[src/rtl/neopixel_pkg.sv]
// Shared constants, FSM encoding and the ns-to-cycles helper for the WS2812 driver.
package neopixel_pkg;

    localparam logic [7:0] NP_ADDR_CTRL  = 8'hFE;
    localparam int         NP_CTRL_START = 0;
    localparam int         NP_CTRL_AUTO  = 1;
    localparam int         NP_WORD_W     = 24;

    typedef enum logic [2:0] {
        IDLE  = 3'd0,
        SNAP  = 3'd1,
        BITH  = 3'd2,
        BITL  = 3'd3,
        LATCH = 3'd4
    } np_state_e;

    // Truncating conversion: floor(rate_hz * ns / 1e9).
    function automatic int ns_to_cycles(input longint rate_hz, input longint ns);
        return int'((rate_hz * ns) / 64'sd1000000000);
    endfunction

endpackage

[src/rtl/neopixel_bit_serializer.sv]
// Shapes one 24-bit GRB word into WS2812 bit cells, MSB first, with back-to-back reload.
module neopixel_bit_serializer
    import neopixel_pkg::*;
#(
    parameter int T0H_CYC = 50,
    parameter int T1H_CYC = 100,
    parameter int BIT_CYC = 156
) (
    input  logic                 ctrl_clock,
    input  logic                 ctrl_reset_n,
    input  logic                 load,
    input  logic [NP_WORD_W-1:0] word,
    output logic                 dout,
    output logic                 high_end,
    output logic                 bit_end,
    output logic                 word_done
);

    localparam int            TW       = $clog2(BIT_CYC);
    localparam logic [TW-1:0] T0H_LAST = TW'(T0H_CYC - 1);
    localparam logic [TW-1:0] T1H_LAST = TW'(T1H_CYC - 1);
    localparam logic [TW-1:0] BIT_LAST = TW'(BIT_CYC - 1);

    logic [TW-1:0] bit_timer;
    logic [4:0]    bit_idx;
    logic          running;
    logic [TW-1:0] high_last;

    // The word is read live; the caller keeps it stable for the whole word.
    assign high_last = word[bit_idx] ? T1H_LAST : T0H_LAST;
    assign high_end  = running && (bit_timer == high_last);
    assign bit_end   = running && (bit_timer == BIT_LAST);
    assign word_done = bit_end && (bit_idx == 5'd0);

    always_ff @(posedge ctrl_clock or negedge ctrl_reset_n) begin
        if (!ctrl_reset_n) begin
            running   <= 1'b0;
            bit_timer <= '0;
            bit_idx   <= '0;
            dout      <= 1'b0;
        end else if (load) begin
            running   <= 1'b1;
            bit_timer <= '0;
            bit_idx   <= 5'(NP_WORD_W - 1);
            dout      <= 1'b1;
        end else if (running) begin
            if (bit_end) begin
                bit_timer <= '0;
                if (bit_idx == 5'd0) begin
                    running <= 1'b0;
                    dout    <= 1'b0;
                end else begin
                    bit_idx <= bit_idx - 5'd1;
                    dout    <= 1'b1;
                end
            end else begin
                bit_timer <= bit_timer + 1'b1;
                if (high_end) begin
                    dout <= 1'b0;
                end
            end
        end
    end

endmodule

[src/rtl/neopixel_driver.sv]
// WS2812 frame driver: shadow/active pixel banks, CTRL register, frame FSM and status readback.
module neopixel_driver
    import neopixel_pkg::*;
#(
    parameter int C_RATE     = 125000000,
    parameter int C_PIXELS   = 12,
    parameter int C_T0H_NS   = 400,
    parameter int C_T1H_NS   = 800,
    parameter int C_BIT_NS   = 1250,
    parameter int C_LATCH_NS = 80000
) (
    input  logic        ctrl_clock,
    input  logic        ctrl_reset_n,
    input  logic        ctrl_write_en,
    input  logic [31:0] ctrl_address,
    input  logic [31:0] ctrl_write_data,
    output logic [31:0] ctrl_read_data,
    output logic        ctrl_ready,
    output logic        neopixel_dout
);

    localparam int T0H_CYC   = ns_to_cycles(C_RATE, C_T0H_NS);
    localparam int T1H_CYC   = ns_to_cycles(C_RATE, C_T1H_NS);
    localparam int BIT_CYC   = ns_to_cycles(C_RATE, C_BIT_NS);
    localparam int LATCH_CYC = ns_to_cycles(C_RATE, C_LATCH_NS);
    localparam int PIX_W     = (C_PIXELS > 1) ? $clog2(C_PIXELS) : 1;
    localparam int LAT_W     = $clog2(LATCH_CYC + 1);

    localparam logic [PIX_W-1:0] PIX_LAST = PIX_W'(C_PIXELS - 1);
    localparam logic [LAT_W-1:0] LAT_LAST = LAT_W'(LATCH_CYC - 1);
    localparam logic [8:0]       NPIX     = 9'(C_PIXELS);

    logic [NP_WORD_W-1:0] shadow_q [C_PIXELS];
    logic [NP_WORD_W-1:0] shadow_d [C_PIXELS];
    logic [NP_WORD_W-1:0] active_q [C_PIXELS];

    np_state_e        state;
    logic [PIX_W-1:0] pix;
    logic [LAT_W-1:0] latch_timer;
    logic             pending;
    logic             auto_en;
    logic [15:0]      frame_count;

    logic [7:0] addr8;
    logic       ctrl_hit;
    logic       pix_write;
    logic       ser_load;
    logic       ser_high_end;
    logic       ser_bit_end;
    logic       ser_word_done;
    logic       unused_bits;

    assign addr8       = ctrl_address[7:0];
    assign ctrl_hit    = ctrl_write_en && (addr8 == NP_ADDR_CTRL);
    // CTRL wins if a 255-pixel build makes 8'hFE also a pixel address.
    assign pix_write   = ctrl_write_en && !ctrl_hit && ({1'b0, addr8} < NPIX);
    assign unused_bits = ^{ctrl_address[31:8], ctrl_write_data[31:24]};

    always_comb begin
        for (int i = 0; i < C_PIXELS; i++) begin
            shadow_d[i] = shadow_q[i];
            if (pix_write && (addr8 == 8'(i))) begin
                shadow_d[i] = ctrl_write_data[NP_WORD_W-1:0];
            end
        end
    end

    // Snapshot from shadow_d so a write landing in the SNAP cycle makes this frame.
    always_ff @(posedge ctrl_clock or negedge ctrl_reset_n) begin
        if (!ctrl_reset_n) begin
            for (int i = 0; i < C_PIXELS; i++) begin
                shadow_q[i] <= '0;
                active_q[i] <= '0;
            end
        end else begin
            for (int i = 0; i < C_PIXELS; i++) begin
                shadow_q[i] <= shadow_d[i];
                if (state == SNAP) begin
                    active_q[i] <= shadow_d[i];
                end
            end
        end
    end

    assign ser_load = (state == SNAP) ||
                      ((state == BITL) && ser_word_done && (pix != PIX_LAST));

    neopixel_bit_serializer #(
        .T0H_CYC (T0H_CYC),
        .T1H_CYC (T1H_CYC),
        .BIT_CYC (BIT_CYC)
    ) u_serializer (
        .ctrl_clock   (ctrl_clock),
        .ctrl_reset_n (ctrl_reset_n),
        .load         (ser_load),
        .word         (active_q[pix]),
        .dout         (neopixel_dout),
        .high_end     (ser_high_end),
        .bit_end      (ser_bit_end),
        .word_done    (ser_word_done)
    );

    always_ff @(posedge ctrl_clock or negedge ctrl_reset_n) begin
        if (!ctrl_reset_n) begin
            state       <= IDLE;
            pix         <= '0;
            latch_timer <= '0;
            pending     <= 1'b0;
            auto_en     <= 1'b0;
            frame_count <= '0;
        end else begin
            if (ctrl_hit) begin
                auto_en <= ctrl_write_data[NP_CTRL_AUTO];
            end
            // A start arriving in the SNAP cycle survives for the following frame.
            if (ctrl_hit && ctrl_write_data[NP_CTRL_START]) begin
                pending <= 1'b1;
            end else if (state == SNAP) begin
                pending <= 1'b0;
            end

            case (state)
                IDLE: begin
                    if (pending || auto_en) begin
                        state <= SNAP;
                    end
                end
                SNAP: begin
                    pix   <= '0;
                    state <= BITH;
                end
                BITH: begin
                    if (ser_high_end) begin
                        state <= BITL;
                    end
                end
                BITL: begin
                    if (ser_bit_end) begin
                        if (ser_word_done && (pix == PIX_LAST)) begin
                            latch_timer <= '0;
                            state       <= LATCH;
                        end else begin
                            if (ser_word_done) begin
                                pix <= pix + 1'b1;
                            end
                            state <= BITH;
                        end
                    end
                end
                LATCH: begin
                    if (latch_timer == LAT_LAST) begin
                        frame_count <= frame_count + 16'd1;
                        state       <= (pending || auto_en) ? SNAP : IDLE;
                    end else begin
                        latch_timer <= latch_timer + 1'b1;
                    end
                end
                default: state <= IDLE;
            endcase
        end
    end

    always_ff @(posedge ctrl_clock or negedge ctrl_reset_n) begin
        if (!ctrl_reset_n) begin
            ctrl_read_data <= '0;
            ctrl_ready     <= 1'b0;
        end else begin
            ctrl_read_data <= {(state != IDLE), pending, auto_en, 13'd0, frame_count};
            ctrl_ready     <= (state == IDLE) && !pending;
        end
    end

endmodule

[config.mk]
export PLATFORM = sky130hd
export DESIGN_NAME = neopixel_driver
export DESIGN_NICKNAME = d
export VERILOG_FILES = /design/src/rtl/neopixel_pkg.sv /design/src/rtl/neopixel_bit_serializer.sv /design/src/rtl/neopixel_driver.sv
export SDC_FILE = /design/constraint.sdc
export NUM_CORES = 1
export LEC_CHECK = 0
export ABC_AREA = 1
export CORE_MARGIN = 8
export CORE_UTILIZATION = 66
export DETAILED_ROUTE_END_ITERATION = 6
export GPL_TIMING_DRIVEN = 0
export PLACE_DENSITY = 0.85
export SETUP_SLACK_MARGIN = 0.5
export SLEW_MARGIN = 10
export SYNTH_ARGS = -nofsm -noshare
export SYNTH_HDL_FRONTEND = slang
export SYNTH_SLANG_ARGS = --single-unit
[constraint.sdc]
create_clock -name ctrl_clock -period 4.4 [get_ports ctrl_clock]
set_clock_uncertainty 0.15 [all_clocks]
set_input_delay 0.88 -clock ctrl_clock [delete_from_list [all_inputs] [get_ports ctrl_clock]]
set_output_delay 0.88 -clock ctrl_clock [all_outputs]
set_load 0.05 [all_outputs]
==> results of run 1 <==
final cells by class:
cell class / instances / area, um2 / share of cell area [%]
well taps: 532 / 666 / 2.15
plain buffers: 220 / 936 / 3.02
multi-input cells: 2080 / 9330 / 30.1
clock inverters: 17 / 193 / 0.622
clock buffers: 100 / 2000 / 6.46
repair buffers: 60 / 693 / 2.24
flip-flops and latches: 650 / 16300 / 52.5
diodes: 1 / 2.50 / 0.00808
inverters: 237 / 892 / 2.88
kinds of logic after synthesis:
family | after synthesis | synth area share [%]
xor+xnor | 17 | 0.544
mux | 1 | 0.0411
other cells | 1 | 0.0137
simple gates | 1467 | 22.0
buf+inv | 457 | 6.68
flops | 650 | 59.4
compound gates | 577 | 11.0
fa+ha+maj | 5 | 0.228
Yosys cell counts, drive strengths merged (4+ instances only):
cell type and n:
buf 82, nand2 1155, ha 5, o21a 4, clkbuf 138, nor4 4, o22ai 8, a21oi 44
o21ai 483, xnor2 9, dfrtp 650, nor3 19, nand4 14, xor2 8, nand3 217, o211ai 32
nor2 55, inv 236
per-stage QoR:
step	hold WS, ns	total power, mW	instances	cell area (um2)
CTS	0.253	12.2	3896	31000
detailed placement	0.239	6.65	3779	28800
finish	0.214	12.3	3897	31000
global route	0.261	12.5	3896	31000
floorplan	0.219	6.39	3187	27400
global placement	0.235	6.64	3774	28600
per-layer routing:
layer | track usage, % | vias to the layer above
li1 | - | 10382
met1 | 46.0 | 11544
met2 | 55.6 | 1741
met3 | 9.85 | 355
met4 | 17.4 | 2
met5 | 0 | -
power groups by stage:
stage | registers [mW] | logic, mW | clock network (mW)
after floorplan | 6.22 | 0.170 | 0
after CTS | 6.12 | 0.424 | 5.70
after detailed placement | 6.23 | 0.421 | 0
after global placement | 6.25 | 0.390 | 0
final | 6.12 | 0.432 | 5.71
after global routing | 6.13 | 0.477 | 5.94
registers in the layout (all words and copies together) (netlist names), 3 cells and up:
| name | flops |
|---|---|
| u_serializer.bit_idx | 5 |
| latch_timer | 14 |
| frame_count | 16 |
| u_serializer.bit_timer | 8 |
| pix | 4 |
| active_q | 288 |
| ctrl_read_data | 19 |
| state | 3 |
| shadow_q | 288 |
worst paths after layout:
kind	start	endpoint	cells past startpoint
max in group asynchronous	ctrl_reset_n	ctrl_read_data[8]	3
setup / recovery	ctrl_address[3]	active_q[207]	12
hold reg to reg	frame_count[15]	ctrl_read_data[15]	0
hold / removal	ctrl_reset_n	shadow_q[104]	1
min in group ctrl_clock	frame_count[15]	ctrl_read_data[15]	0
setup reg to reg	u_serializer.bit_idx[0]	u_serializer.bit_timer[4]	17
==> metrics.txt, run 1 <==
result of the run finished with violations; failing checks design-rule violations; combinational power share under 10%; WL met3 10800 um; die width between 200 and 250 um; Worst Path Class, Setup input pin to flop; leakage power summed over all cells around 15 nW; top_reg_cell synth dfrtp_1; starting density of the core 66.9%; clk sink count 650; Post-DP HPWL between 50000 and 60000 um; count of instances resized after the clock tree is built 0; FF+latch count, synth 650; routed metal-1 wirelength around 31000 um; count of endpoints failing hold in the final timing report 0; antenna viol nets, final 0; detailed-router iteration count before antenna repair 7; maximum single-stage delay on the critical path 0.49 ns; setup total negative slack 0 ns; type of destination of the critical path flop; share of the synthesized area in the top cell type ~60%; pins over their slew limit 0; largest net degree at the start of global routing between 100 and 150; via count of the first global-routing pass between 20000 and 25000; EDFF count, synth 0; highest net fanout along the worst path 10; cell repeated most along the worst path nand2_1; clock tree from TritonCTS built; top-level port count slightly above 100; net switching power 2.74 mW; slew at the pin with the worst max-slew slack about 1.1 ns; routed length on met2 39000 um; switching share of power 22.4%; number of fill cells 2890; Final Util 75.7%; worst slack at placement around 0.42 ns; Clock Tree Buf Depth 3; DIE AREA roughly 0.048 mm2; wire length of the first global-routing pass 132000 um; floorplan core area just over 0.04 mm2; Starting DRT DRC Count between 3000 and 4000; aggregate routed wire length between 80000 and 90000 um; Mean Syn Cell Area 8.62 um2; relative slew slack 29.1%; cell row count 74; cell with the largest stage delay on the worst path clkdlybuf4s50_1; total DRC errors in the routed layout 1; mapped cell area between 0.02 and 0.03 mm2; Period Utilization, post-route 79.5%; cell class contributing the biggest share of worst-path delay buffers and inverters; clock period minus final worst setup slack about 3.5 ns; Hold/Removal Path Class input pin to asynchronous set/reset pin; power per unit of standard cell area around 400 mW/mm2; quantity of I/O buffers inserted on ports 55; most common cell after layout, fill and taps aside nand2_1; r2r setup slk between 0.9 and 1 ns; H-tree depth 3; routed wirelength normalized by instance count 22.0 um; via count normalized by instance count between 6 and 7; area growth from synthesis to layout 13.2%; post-CTS clock slew at the launch and capture registers of the worst setup and hold paths ~0.06 ns; global-route usage over all layers 35.6%; chain of cells forming the critical path clkdlybuf4s50_1 > nand2_1 > inv_1 > nor4_2 > buf_2 > nand3_1 > clkbuf_1 > clkbuf_1 > nand2_1 > o21ai_0 > nand2_1 > o21ai_0; setup repair after global routing missed its margin false; Unique masters post-synth 47; final weighted congestion in routability-driven placement between 0.9 and 1; combined buffer and inverter count along the critical path 5; cell taking the most area after synthesis dfrtp_1; biggest area contributors in the synthesized netlist dfrtp_1, nand2_1, o21ai_0, nand3_1, inv_1; antenna violations before repair 2; Post-CTS Setup Repair Bufs 0; final net count 3388; count of endpoints failing setup in the final report 0; highest-count cells in the layout ignoring fill and taps nand2_1, dfrtp_1, o21ai_0, inv_1, nand3_1; proportion of layout cells with a drive suffix above 1 between 5 and 6%; root buffer cell clkbuf_16; number of maximum-capacitance violations 0; arrival time of the worst setup path about 3.8 ns; post-synthesis async set-or-reset flop share 100%; clock network power share 46.6%; Syn. warnings 0; Post-CTS Hold Fix Bufs 0; Setup crit start kind input pin; endpoint required time on the critical path 4.71 ns; proportion of synthesized chip area in sequential cells between 50% and 60%; Final WS setup 0.903 ns; total number of vias 24024; largest vdd supply drop about 0.37 mV; f_max about 290 MHz; cell-internal power between 9 and 10 mW; total clock buffers created by CTS 67; clock latency of the later-clocked register in the worst-skew pair about 0.61 ns; number of instances in the synthesized netlist roughly 3200; Flop pwr share around half; die boundary height roughly 220 um; Top Metal Used met5; grt ovf 0
Power figures use the tool's default switching activity.
==> run 2, diff against run 1 <==
- CORE_UTILIZATION: 66 -> 55
- PLACE_DENSITY: 0.85 -> 0.76
- clock period: 4.4 -> 3 ns (I/O delays scaled with it)
==> metrics.txt, run 2 (synthesis gave the netlist of run 1 again) <==
proportion of layout cells with a drive suffix above 1 12.8% (+7.0 points); f_max 372 MHz; root buffer cell clkbuf_16; total DRC errors in the routed layout 1 (unchanged); instance count along the most critical hold path 0; slew at the pin with the worst max-slew slack 1.09 ns (+0.0226 ns); clock latency of the later-clocked register in the worst-skew pair 0.60 ns (about the same); Setup crit start kind flop; endpoint required time on the critical path 3.34 ns (-1.37 ns); setup repair after global routing missed its margin true; starting density of the core 55.8% (-11 points); Reg-to-Reg Start pix[0]; leakage power summed over all cells 16.0 nW (+6.1%); maximum single-stage delay on the critical path 0.41 ns (-0.08 ns); worst min-delay path startpoint frame_count[15]; pins over their slew limit 0 (unchanged); top-level port count 101 (unchanged); number of maximum-capacitance violations 0 (unchanged); count of endpoints failing hold in the final timing report 0 (unchanged); Post-DP HPWL 60500 um (+2.3%); arrival time of the worst setup path 3.03 ns (-0.78 ns); cell row count 81 (+9.5%); aggregate routed wire length 88200 um (+3.1%); H-tree depth 3 (unchanged); result of the run finished with violations; Pwr Total 18.2 mW (+48%); die boundary height 239 um (+8.8%); via count normalized by instance count 5.83 (-5.5%); highest net fanout along the worst path 10 (unchanged); worst slack on hold paths 0.246 ns (+0.0322 ns); detailed-router iteration count before antenna repair 7 (unchanged); total clock buffers created by CTS 68 (+1.5%); highest-count cells in the layout ignoring fill and taps nand2_1, dfrtp_1, o21ai_0, inv_1, nand3_1; clock period minus final worst setup slack 2.69 ns; antenna violations before repair 1 (-1); wire length of the first global-routing pass 133000 um (+0.65%); quantity of I/O buffers inserted on ports 55 (unchanged); area of combinational cells with multiple inputs 0.00981 mm2 (+5.1%); most common cell after layout, fill and taps aside nand2_1; area used by sequential logic in the layout 0.0163 mm2 (about the same); largest net degree at the start of global routing 117 (-1.7%); post-CTS clock slew at the launch and capture registers of the worst setup and hold paths 0.06 ns (about the same); depth of the most critical reg-to-reg path 19 (+2); cell class contributing the biggest share of worst-path delay simple AND/OR/NAND/NOR gates; cell with the largest stage delay on the worst path dfrtp_1; critical register-to-register path endpoint state[0]; Antenna Diode Count 0 (-1); combined buffer and inverter count along the critical path 3 (-2); number of fill cells 3875 (+34%); via count of the first global-routing pass 23439 (-1.9%); biggest regs active_q x288, shadow_q x288, ctrl_read_data x19; Worst Path Class, Setup flop to flop; Period Utilization, post-route approximately nine tenths; Hold/Removal Path Class flop to flop; Clock Tree Buf Depth 3 (unchanged); final weighted congestion in routability-driven placement 0.979 (-0.71%); area growth from synthesis to layout 19.5%; die width 239 um (+8.8%); failing checks design-rule violations; grt ovf 0 (unchanged); DIE AREA 0.0572 mm2 (+18%); antenna viol nets, final 0 (unchanged); clk sink count 650 (unchanged); r2r setup slk 0.31 ns (-0.64 ns); clock tree from TritonCTS built; Final Util 66.7% (-9.0 points); largest vdd supply drop 0.391 mV (+5.3%); chain of cells forming the critical path buf_6 > buf_12 > buf_12 > o211ai_1 > nand3_2 > nand3_2 > nand2_1 > nand3_1 > nand3_2 > nand3_2 > nand2_2 > nand2_2 > nand2_2 > nand2_1 > nand2_1 > nand3_2 > nand2_1 > nand3_1 > nand2_1; endpoint with the worst hold slack ctrl_read_data[15]; type of destination of the critical path flop; floorplan core area 0.0491 mm2 (+20%); final net count 3446 (+1.7%); global-route usage over all layers 30.1% (-5.5 points); count of endpoints failing setup in the final report 0 (unchanged); power per unit of standard cell area 556 mW/mm2 (+41%); routed wirelength normalized by instance count 21.6 um (-1.7%); Starting DRT DRC Count 2841 (-20%); total number of vias 23822 (-0.84%); relative slew slack 27.6% (-1.5 points)
run 2: changes by cell type in the layout (fill, tap and decap cells not counted), sizes merged:
cell | previous run | this run
buf | 88 | 161
clkbuf | 238 | 230
clkdlybuf4s50 | 54 | 36
clkinv | 9 | 7
diode | 1 | 0
dlygate4sd2 | 0 | 15
dlygate4sd3 | 0 | 1
dlymetal6s2s | 0 | 3
inv | 241 | 237
run 2: metal layers:
layer / up-vias / routed length, um / GRT usage [%]
li1: 10520 / - / -
met1: 11661 / 34600 / 39.9
met2: 1394 / 40600 / 46.8
met3: 247 / 9460 / 7.78
met4: 0 / 3560 / 13.3
met5: - / 0 / 0
run 2: timing repair:
| action | CTS | global route |
|---|---|---|
| endpoints found under the setup margin | 497 | 557 |
| hold buffers | 1 | 0 |
| endpoints found under the hold margin | 65 | 0 |
| resized for setup | 244 | 196 |
| pin swaps | 36 | 27 |
| buffers inserted | 27 | 22 |
| gates cloned | 1 | 5 |
run 2: worst max path at each step:
stage	from	end	slack, ns	cells past startpoint
4_1_cts	u_serializer.bit_idx[0]	latch_timer[13]	0.38	18
3_5_place_dp	ctrl_address[3]	active_q[117]	-0.69	12
5_1_grt	pix[0]	state[0]	0.21	19
2_1_floorplan	u_serializer.bit_idx[0]	latch_timer[13]	0.52	18
3_3_place_gp	ctrl_reset_n	ctrl_read_data[14]	-26.62	1
6_report	pix[0]	state[0]	0.31	19
run 2: worst register-to-register path, delay by kind of cell (launching register included):
kind            cells  cell delay (ns)
flops               1             0.41
simple gates       15             1.28
compound gates      1             0.28
buf+inv             3             0.46
run 2: area by class of cell:
cell class | count | share of cell area [%]
multi-input combinational | 2080 | 30.0
inverter | 237 | 2.78
buffer | 220 | 4.26
timing repair buffer | 117 | 3.82
tap | 664 | 2.54
sequential | 650 | 49.7
clock inverter | 11 | 0.428
clock buffer | 109 | 6.48
run 2: report_power, final:
group	leakage, nW	switching, mW	internal, mW	total (mW)
clock network	1.11	3.47	5.09	8.56
logic	5.91	0.495	0.171	0.666
registers	8.97	0.0510	8.93	8.98
total	16.0	4.02	14.2	18.2
run 2: through the flow:
stage          worst slack [ns]  cell area (um2)  setup TNS, ns  instances
2_1_floorplan             0.516            27400              0       3187
3_3_place_gp             -26.62            28800              -       3906
3_5_place_dp             -0.694            29000        -138.23       3912
4_1_cts                   0.383            32100              0       4061
5_1_grt                   0.211            32700              0       4088
6_report                  0.312            32700              0       4088
